### src/rtl/pwm_dead_time.sv
// Complementary high/low gate drive with programmable dead time between drive changes.
// Optional latched fault shutdown is built when PWM_DT_FAULT_EN is defined.
module pwm_dead_time #(
    parameter  int unsigned DT_MAX = 255,
    localparam int unsigned DW     = $clog2(DT_MAX + 1)
) (
    input  logic          clk,
    input  logic          rst,
    input  logic          en,
    input  logic          pwm,
    input  logic [DW-1:0] dt,
    input  logic          fault,
    input  logic          fault_clr,
    output logic          hi,
    output logic          lo,
    output logic          dead,
    output logic          fault_latched
);

    typedef enum logic [2:0] {
        S_IDLE,
        S_DT_HI,
        S_HI,
        S_DT_LO,
        S_LO,
        S_FLT
    } state_t;

    state_t        state_q, state_d;
    logic [DW-1:0] cnt_q, cnt_d;
    logic          hi_q, hi_d;
    logic          lo_q, lo_d;
    logic          dead_q, dead_d;
    logic          flt_q, flt_d;

    logic          fault_hit_c;
    logic          clr_ok_c;
    logic          start_c;
    logic          done_c;
    logic [DW-1:0] cnt_inc_c;

`ifdef PWM_DT_FAULT_EN
    assign fault_hit_c = fault;
    assign clr_ok_c    = fault_clr;
`else
    assign fault_hit_c = 1'b0;
    assign clr_ok_c    = 1'b0;
    logic unused_fault_in;
    assign unused_fault_in = fault ^ fault_clr;
`endif

    // Dead-time counter saturates rather than wrapping
    assign cnt_inc_c = (cnt_q == DW'(DT_MAX)) ? cnt_q : cnt_q + DW'(1);

    always_comb begin
        state_d = state_q;
        cnt_d   = cnt_q;
        hi_d    = hi_q;
        lo_d    = lo_q;
        dead_d  = dead_q;
        flt_d   = flt_q;
        start_c = 1'b0;
        done_c  = 1'b0;

        if (fault_hit_c) begin
            state_d = S_FLT;
            cnt_d   = '0;
            hi_d    = 1'b0;
            lo_d    = 1'b0;
            dead_d  = 1'b0;
            flt_d   = 1'b1;
        end else if (state_q == S_FLT) begin
            if (clr_ok_c) begin
                state_d = S_IDLE;
                flt_d   = 1'b0;
            end
        end else if (!en) begin
            state_d = S_IDLE;
            cnt_d   = '0;
            hi_d    = 1'b0;
            lo_d    = 1'b0;
            dead_d  = 1'b0;
        end else begin
            case (state_q)
                S_IDLE:  start_c = 1'b1;
                S_LO:    start_c = pwm;
                S_HI:    start_c = !pwm;
                S_DT_HI: begin
                    if (!pwm)            start_c = 1'b1;
                    else if (cnt_q >= dt) done_c = 1'b1;
                    else                 cnt_d   = cnt_inc_c;
                end
                S_DT_LO: begin
                    if (pwm)             start_c = 1'b1;
                    else if (cnt_q >= dt) done_c = 1'b1;
                    else                 cnt_d   = cnt_inc_c;
                end
                default: ;
            endcase

            // A new drive target always restarts a full dead time; dt==0 drives at once
            if (start_c && (dt != '0)) begin
                state_d = pwm ? S_DT_HI : S_DT_LO;
                cnt_d   = DW'(1);
                hi_d    = 1'b0;
                lo_d    = 1'b0;
                dead_d  = 1'b1;
            end else if (start_c || done_c) begin
                state_d = pwm ? S_HI : S_LO;
                cnt_d   = '0;
                hi_d    = pwm;
                lo_d    = !pwm;
                dead_d  = 1'b0;
            end
        end
    end

    always_ff @(posedge clk or posedge rst) begin
        if (rst) begin
            state_q <= S_IDLE;
            cnt_q   <= '0;
            hi_q    <= 1'b0;
            lo_q    <= 1'b0;
            dead_q  <= 1'b0;
            flt_q   <= 1'b0;
        end else begin
            state_q <= state_d;
            cnt_q   <= cnt_d;
            hi_q    <= hi_d;
            lo_q    <= lo_d;
            dead_q  <= dead_d;
            flt_q   <= flt_d;
        end
    end

    assign hi            = hi_q;
    assign lo            = lo_q;
    assign dead          = dead_q;
    assign fault_latched = flt_q;

endmodule

### config.mk
export PLATFORM = sky130hd
export DESIGN_NAME = pwm_dead_time
export DESIGN_NICKNAME = d
export VERILOG_FILES = /design/src/rtl/pwm_dead_time.sv
export SDC_FILE = /design/constraint.sdc
export NUM_CORES = 1
export LEC_CHECK = 0
export BUFFER_PORTS_ARGS = -buffer_cell sky130_fd_sc_hd__buf_4
export CAP_MARGIN = 15
export CORE_MARGIN = 5
export CORE_UTILIZATION = 54
export DETAILED_ROUTE_END_ITERATION = 10
export GPL_TIMING_DRIVEN = 0
export PLACE_DENSITY = 0.8
export SETUP_SLACK_MARGIN = 0.5
export SYNTH_ARGS = -nofsm -noshare
export SYNTH_HDL_FRONTEND = slang
export SYNTH_SLANG_ARGS = --single-unit
export TNS_END_PERCENT = 10
### constraint.sdc
create_clock -name clk -period 2.9 [get_ports clk]
set_clock_uncertainty 0.2 [all_clocks]
set_input_delay 0.435 -clock clk [delete_from_list [all_inputs] [get_ports clk]]
set_output_delay 0.435 -clock clk [all_outputs]
set_load 0.02 [all_outputs]
==> results of run 1 <==
## worst max-delay path, delay by kind of cell (launching register included)
family	cells	cell delay, ps
adder cells (fa/ha/maj)	1	180
flip-flops	1	430
AND/OR/NAND/NOR	4	1140
buffers and inverters	1	110
AO/OA/AOI/OAI	3	480
## final timing paths
| check | endpoint | from | depth (start not counted) | slack [ps] |
|---|---|---|---|---|
| hold reg to reg | hi$_DFFE_PP0P_ | hi$_DFFE_PP0P_ | 2 | 340 |
| min in group asynchronous | state_q[2]$_DFFE_PP0P_ | rst | 3 | 530 |
| max in group asynchronous | cnt_q[3]$_DFFE_PP0P_ | rst | 3 | 1610 |
| setup / recovery | cnt_q[7]$_DFFE_PP0P_ | cnt_q[1]$_DFFE_PP0P_ | 9 | 310 |
| hold / removal | state_q[1]$_DFFE_PP0P_ | en | 2 | 240 |
| setup reg to reg | cnt_q[7]$_DFFE_PP0P_ | cnt_q[1]$_DFFE_PP0P_ | 9 | 310 |
## stage by stage
step           std cells  instance area [µm²]
2_1_floorplan        117                 1025
6_report             173                 1329
3_5_place_dp         156                 1161
5_1_grt              173                 1329
4_1_cts              169                 1294
3_3_place_gp         156                 1161
## sequential cells by signal, indices dropped and copies added (netlist names)
| name | count |
|---|---|
| cnt_q | 8 |
| state_q | 3 |
| hi | 1 |
## synthesized netlist by cell type
cell / number
sky130_fd_sc_hd__o21ai_2: 1
sky130_fd_sc_hd__mux2_4: 1
sky130_fd_sc_hd__a32o_1: 1
sky130_fd_sc_hd__o311ai_0: 2
sky130_fd_sc_hd__and3_1: 1
sky130_fd_sc_hd__nor3_1: 1
sky130_fd_sc_hd__a21oi_1: 6
sky130_fd_sc_hd__buf_2: 1
sky130_fd_sc_hd__o22ai_1: 2
sky130_fd_sc_hd__o21ai_0: 4
sky130_fd_sc_hd__o311a_2: 1
sky130_fd_sc_hd__and4_1: 1
sky130_fd_sc_hd__nor3b_1: 1
sky130_fd_sc_hd__nor2_1: 6
sky130_fd_sc_hd__or2b_2: 1
sky130_fd_sc_hd__and2_4: 1
sky130_fd_sc_hd__nand4_4: 1
sky130_fd_sc_hd__nor4_1: 2
sky130_fd_sc_hd__ha_1: 11
sky130_fd_sc_hd__buf_6: 1
sky130_fd_sc_hd__nand4_1: 4
sky130_fd_sc_hd__buf_4: 1
sky130_fd_sc_hd__nand3b_1: 1
sky130_fd_sc_hd__o211ai_2: 1
sky130_fd_sc_hd__or4_1: 1
sky130_fd_sc_hd__nand3_1: 6
sky130_fd_sc_hd__o21a_1: 2
sky130_fd_sc_hd__conb_1: 1
sky130_fd_sc_hd__dfrtp_1: 12
sky130_fd_sc_hd__o211ai_1: 3
sky130_fd_sc_hd__nand4b_1: 2
sky130_fd_sc_hd__a21o_1: 1
sky130_fd_sc_hd__a41oi_1: 1
sky130_fd_sc_hd__a22o_1: 1
sky130_fd_sc_hd__a21boi_0: 1
sky130_fd_sc_hd__a32oi_1: 1
sky130_fd_sc_hd__a21boi_2: 1
sky130_fd_sc_hd__clkbuf_1: 1
sky130_fd_sc_hd__inv_1: 13
sky130_fd_sc_hd__nand2_1: 14
sky130_fd_sc_hd__or3_1: 1
sky130_fd_sc_hd__a211o_2: 1
sky130_fd_sc_hd__nor2b_1: 1
## what timing repair did
action                                 CTS  global route
endpoints found under the hold margin   12             0
setup buffers                            8             4
hold buffers                             1             0
gates resized for setup                  5             2
setup endpoints to repair               11            11
pin swaps                                2             1
## area by class of cell
cell class	count	area, µm²	share of cell area [%]
Inverter	13	48.80	3.672
Timing Repair Buffer	27	205.2	15.44
Tap cell	25	31.28	2.354
Sequential cell	12	304.0	22.88
Buffer	4	27.53	2.072
Clock buffer	4	36.28	2.731
Multi-Input combinational cell	88	675.6	50.85
## metal layers
layer,track usage [%],vias to the layer above
li1,-,497
met1,25.22,480
met2,37.35,42
met3,3.944,11
met4,13.19,0
met5,0,-
## logic make-up (layout without fill, tap and decap cells)
group / Yosys count / after routing / share of synthesized area [%]
other: 1 / 1 / 0.3714
AOI/OAI and AO/OA: 30 / 30 / 22.06
buffers and inverters: 17 / 48 / 7.559
adders and majority gates: 11 / 11 / 13.63
DFF: 12 / 12 / 29.74
and+or+nand+nor: 45 / 45 / 25.16
muxes: 1 / 1 / 1.487
## where the power goes
part           switching [mW]  internal [mW]  total (mW)
Sequential             0.0437          0.198       0.242
Clock                  0.0626         0.0764       0.139
Combinational           0.247          0.204       0.452
==> impl_metrics.json, run 1 <==
{
  "drt.antenna.violating_nets": 0,
  "dp_hpwl_um": 1784,
  "timing_worst_setup_path_type": "register to register",
  "drt_pass1_iterations": 4,
  "dieHeight_um": 53.24,
  "crit_chain": "ha_2 -> or4_4 -> a21oi_4 -> o311a_4 -> and2_4 -> buf_6 -> nand4_4 -> or3_4 -> o211ai_2",
  "mappedNetlistArea_mm2": 0.001010,
  "layout_worst_path_cycle_share_pct": 89.40,
  "tritoncts": "yes",
  "post_synth_main_area_contributors": "sky130_fd_sc_hd__dfrtp_1 (30%), sky130_fd_sc_hd__ha_1 (14%), sky130_fd_sc_hd__nand2_1 (5.2%)",
  "die_w_um": 53.24,
  "fp_rows": 15,
  "cts_root_buffer": "sky130_fd_sc_hd__clkbuf_4",
  "globalplace.congestion": 0.8623,
  "start_util_pct": 57.85,
  "synth.distinct_cells": 43,
  "critical_path.max_fanout": 5,
  "maximum_root_to_sink_buffer_count": 2,
  "synth_area_per_cell_um2": 8.630,
  "cts.sinks": 12,
  "timing.final.crit_period_ps": 2593,
  "io_pins": 18,
  "io_buffer_count": 14,
  "mappedNetlistNets": 142,
  "worst-endpoint-arrival_ps": 2610,
  "wl_um": 2698,
  "cp_data_required_time_ps": 2920,
  "number_of_clock_buffers_inserted_by_tritoncts": 3,
  "clk_transition_reported_paths_ps": 90,
  "routedWlPerCell_um": 15.60,
  "setup.worst_path.end_class": "register",
  "final_layout_size_suffix_gt1_share_pct": 36.49,
  "first_global_vias": 955,
  "synthesis.yosys.warnings": 0,
  "timing.critical_path.slowest_stage_cell": "sky130_fd_sc_hd__or4_4",
  "grt.overflow.total": 0,
  "route.top_layer_used": "met4",
  "setup_total_negative_slack_ps": 0,
  "fin_hold_ws_ps": 244.9,
  "synthDominantCellAreaShare_pct": 29.74,
  "grt_setup_unrepaired": "true",
  "drv_slew": 0,
  "met1_length_um": 1097,
  "postLayoutCoreUtil_pct": 76.13,
  "power_leakage_nw": 0.6414,
  "layout.cells.most_common": "sky130_fd_sc_hd__buf_4",
  "detailroute.via_count": 1030,
  "detail_route.vias_per_cell": 5.954,
  "worstHoldPathType": "input pin to register",
  "maxClockFrequency_mhz": 385.7,
  "groute.usage.overall_pct": 21.98,
  "critical-path-max-stage-delay_ps": 540,
  "dp_worst_setup_slack_ps": 193.4,
  "final.setup.worst_slack_ps": 307.3,
  "hold_violations": 0,
  "fillerInstances": 135,
  "drt_drc_violations_left": 0,
  "synth-seq-cells": 12,
  "max_capacitance_violation_count": 0,
  "area_added_between_synthesis_and_finish_pct": 31.60,
  "die_area_mm2": 0.002835,
  "layout.cells.most_common_list": "sky130_fd_sc_hd__buf_4 (27), sky130_fd_sc_hd__nand2_1 (14), sky130_fd_sc_hd__inv_1 (11)",
  "clock_insertion_delay_worst_skew_ps": 280,
  "antenna_diode_count": 0,
  "synthesis.instances": 117,
  "power_mw": 0.8328,
  "cts_htree_levels": 1,
  "placeableCoreArea_mm2": 0.001745,
  "met2WireLength_um": 1339,
  "synth_sequential_area_ratio_pct": 29.74,
  "outcome": "finished, final reports clean",
  "power_density_mw_per_mm2": 626.7,
  "drtIter0Drc": 26,
  "grt_pass1_wl_um": 4319,
  "finalNetCount": 174,
  "largest_net_degree_at_the_start_of_global_routing": 13,
  "power.ir.vdd_worst_mv": 0.4392,
  "worstSetupStartpointType": "register",
  "setup_viol_count_final": 0,
  "antenna_found_initial": 0,
  "met3_length_um": 165,
  "synth.largest_area_cell": "sky130_fd_sc_hd__dfrtp_1"
}
Note: power is estimated with default switching activity, not from simulation.
==> run 2, diff against run 1 <==
--- a/config.mk
+++ b/config.mk
@@ -11,7 +11,7 @@
 export CORE_UTILIZATION = 54
 export DETAILED_ROUTE_END_ITERATION = 10
 export GPL_TIMING_DRIVEN = 0
-export PLACE_DENSITY = 0.8
+export PLACE_DENSITY = 0.83
 export SETUP_SLACK_MARGIN = 0.5
 export SYNTH_ARGS = -nofsm -noshare
 export SYNTH_HDL_FRONTEND = slang
==> impl_metrics.json, run 2 (same netlist as run 1, synthesis figures left out) <==
{
  "reg_with_most_ffs": "cnt_q",
  "worstHoldPathType": "input pin to register",
  "drt_drc_violations_left": 0,
  "final_layout_size_suffix_gt1_share_pct": 36.49,
  "drtIter0Drc": 28,
  "start_util_pct": 57.85,
  "detail_route.vias_per_cell": 5.890,
  "critical-path-max-stage-delay_ps": 540,
  "power_density_mw_per_mm2": 622.1,
  "setup.worst_path.end_class": "register",
  "wl_um": 2678,
  "timing_worst_setup_path_type": "register to register",
  "largest_register_ff_count": 8,
  "outcome": "finished, final reports clean",
  "grt_setup_unrepaired": "true",
  "grt.overflow.total": 0,
  "detailroute.via_count": 1019,
  "power.ir.vdd_worst_mv": 0.5216,
  "io_buffer_count": 14,
  "drt_pass1_iterations": 5,
  "cts.sinks": 12,
  "tritoncts": "yes",
  "cp_data_required_time_ps": 2910,
  "maxClockFrequency_mhz": 384.0,
  "die_area_mm2": 0.002835,
  "crit_chain": "ha_2 -> or4_4 -> a21oi_2 -> o311a_4 -> and2_4 -> buf_6 -> nand4_4 -> or3_1 -> o211ai_2",
  "io_pins": 18,
  "globalplace.congestion": 0.8684,
  "routedWlPerCell_um": 15.48,
  "dieHeight_um": 53.24,
  "placeableCoreArea_mm2": 0.001745,
  "largest_net_degree_at_the_start_of_global_routing": 13,
  "timing.final.crit_period_ps": 2604,
  "timing.critical_path.slowest_stage_cell": "sky130_fd_sc_hd__or4_4",
  "worst-endpoint-arrival_ps": 2610,
  "die_w_um": 53.24,
  "fillerInstances": 120,
  "layout.cells.most_common_list": "sky130_fd_sc_hd__buf_4 (28), sky130_fd_sc_hd__nand2_1 (14), sky130_fd_sc_hd__inv_1 (11)",
  "setup_viol_count_final": 0,
  "max_capacitance_violation_count": 0,
  "cts_root_buffer": "sky130_fd_sc_hd__clkbuf_4",
  "dp_hpwl_um": 1869,
  "proportion_of_power_drawn_by_the_clock_network_pct": 16.4,
  "clk_transition_reported_paths_ps": 80,
  "cts_htree_levels": 1,
  "combinationalPowerShare_pct": 54.6,
  "area_added_between_synthesis_and_finish_pct": 33.83,
  "fin_hold_ws_ps": 248.3,
  "pwr-share-seq_pct": 29.0,
  "antenna_found_initial": 0,
  "number_of_clock_buffers_inserted_by_tritoncts": 3,
  "groute.usage.overall_pct": 20.94,
  "power.share.switching_pct": 42.67,
  "power_leakage_nw": 0.6435,
  "hold_violations": 0,
  "layout.cells.most_common": "sky130_fd_sc_hd__buf_4",
  "clock_insertion_delay_worst_skew_ps": 280,
  "internal_power_mw": 0.4820,
  "maximum_root_to_sink_buffer_count": 2,
  "finalNetCount": 174,
  "fp_rows": 15,
  "p_switching_mw": 0.3587,
  "critical_path.max_fanout": 4,
  "first_global_vias": 904,
  "antenna_diode_count": 0,
  "drt.antenna.violating_nets": 0,
  "setup_total_negative_slack_ps": 0,
  "drv_slew": 0,
  "grt_pass1_wl_um": 4209,
  "layout_worst_path_cycle_share_pct": 89.80,
  "worstSetupStartpointType": "register"
}
## run 2: worst max-delay path: cells and delay by family, from the launching register on
family | cells | cell delay, ps
flip-flops | 1 | 430
AND/OR/NAND/NOR | 4 | 1150
adder cells (fa/ha/maj) | 1 | 180
buffers and inverters | 1 | 110
AO/OA/AOI/OAI | 3 | 470
## run 2: path summary, 6_finish.rpt
kind / startpoint / to / slack, ps / cells past startpoint
worst max-delay path: cnt_q[1]$_DFFE_PP0P_ / cnt_q[7]$_DFFE_PP0P_ / 300 / 9
worst min-delay path: en / state_q[1]$_DFFE_PP0P_ / 250 / 2
worst max register to register: cnt_q[1]$_DFFE_PP0P_ / cnt_q[7]$_DFFE_PP0P_ / 300 / 9
worst min register to register: hi$_DFFE_PP0P_ / hi$_DFFE_PP0P_ / 370 / 2
max in group asynchronous: rst / cnt_q[3]$_DFFE_PP0P_ / 1640 / 3
min in group asynchronous: rst / state_q[2]$_DFFE_PP0P_ / 530 / 3
## run 2: what timing repair did
item,4_1_cts,5_1_grt
endpoints found under the setup margin,11,11
hold buffers,1,0
buffers inserted,3,9
gates resized for setup,2,10
hold endpoints to repair,12,0
pin swaps,0,5
## run 2: metal layers
| metal | vias to the layer above | track usage, % | part of all wire (%) |
|---|---|---|---|
| li1 | 497 | - | - |
| met1 | 487 | 24.91 | 43 |
| met2 | 25 | 34.90 | 50 |
| met3 | 10 | 5.634 | 4.6 |
| met4 | 0 | 8.936 | 2.8 |
| met5 | - | 0 | 0 |
## run 2: power groups by stage
stage                     Sequential [mW]  Clock [mW]  Combinational, mW
after CTS                           0.242       0.137              0.399
final                               0.244       0.138              0.459
after global placement              0.253           0              0.352
after floorplan                     0.260           0              0.246
after detailed placement            0.256           0              0.365
after global routing                0.251       0.146              0.503
## run 2: layout make-up
type | instances | area, µm² | share of cell area, %
Multi-Input combinational cell | 88 | 695.7 | 51.48
Tap cell | 25 | 31.28 | 2.315
Timing Repair Buffer | 27 | 205.2 | 15.19
Buffer | 4 | 30.03 | 2.222
Inverter | 13 | 48.80 | 3.611
Sequential cell | 12 | 304.0 | 22.50
Clock buffer | 4 | 36.28 | 2.685
## run 2: through the flow
step | area (µm²) | utilization, % | power (mW) | setup slack (ps) | cells
final | 1351 | 77.42 | 0.8406 | 295.7 | 173
after global routing | 1351 | 77.42 | 0.8995 | 252.4 | 173
after CTS | 1239 | 70.97 | 0.7781 | 319.8 | 164
after detailed placement | 1161 | 66.52 | 0.6208 | 146.8 | 156
after global placement | 1161 | 66.52 | 0.6049 | 218.5 | 156
after floorplan | 1025 | - | 0.5055 | 396.4 | 117
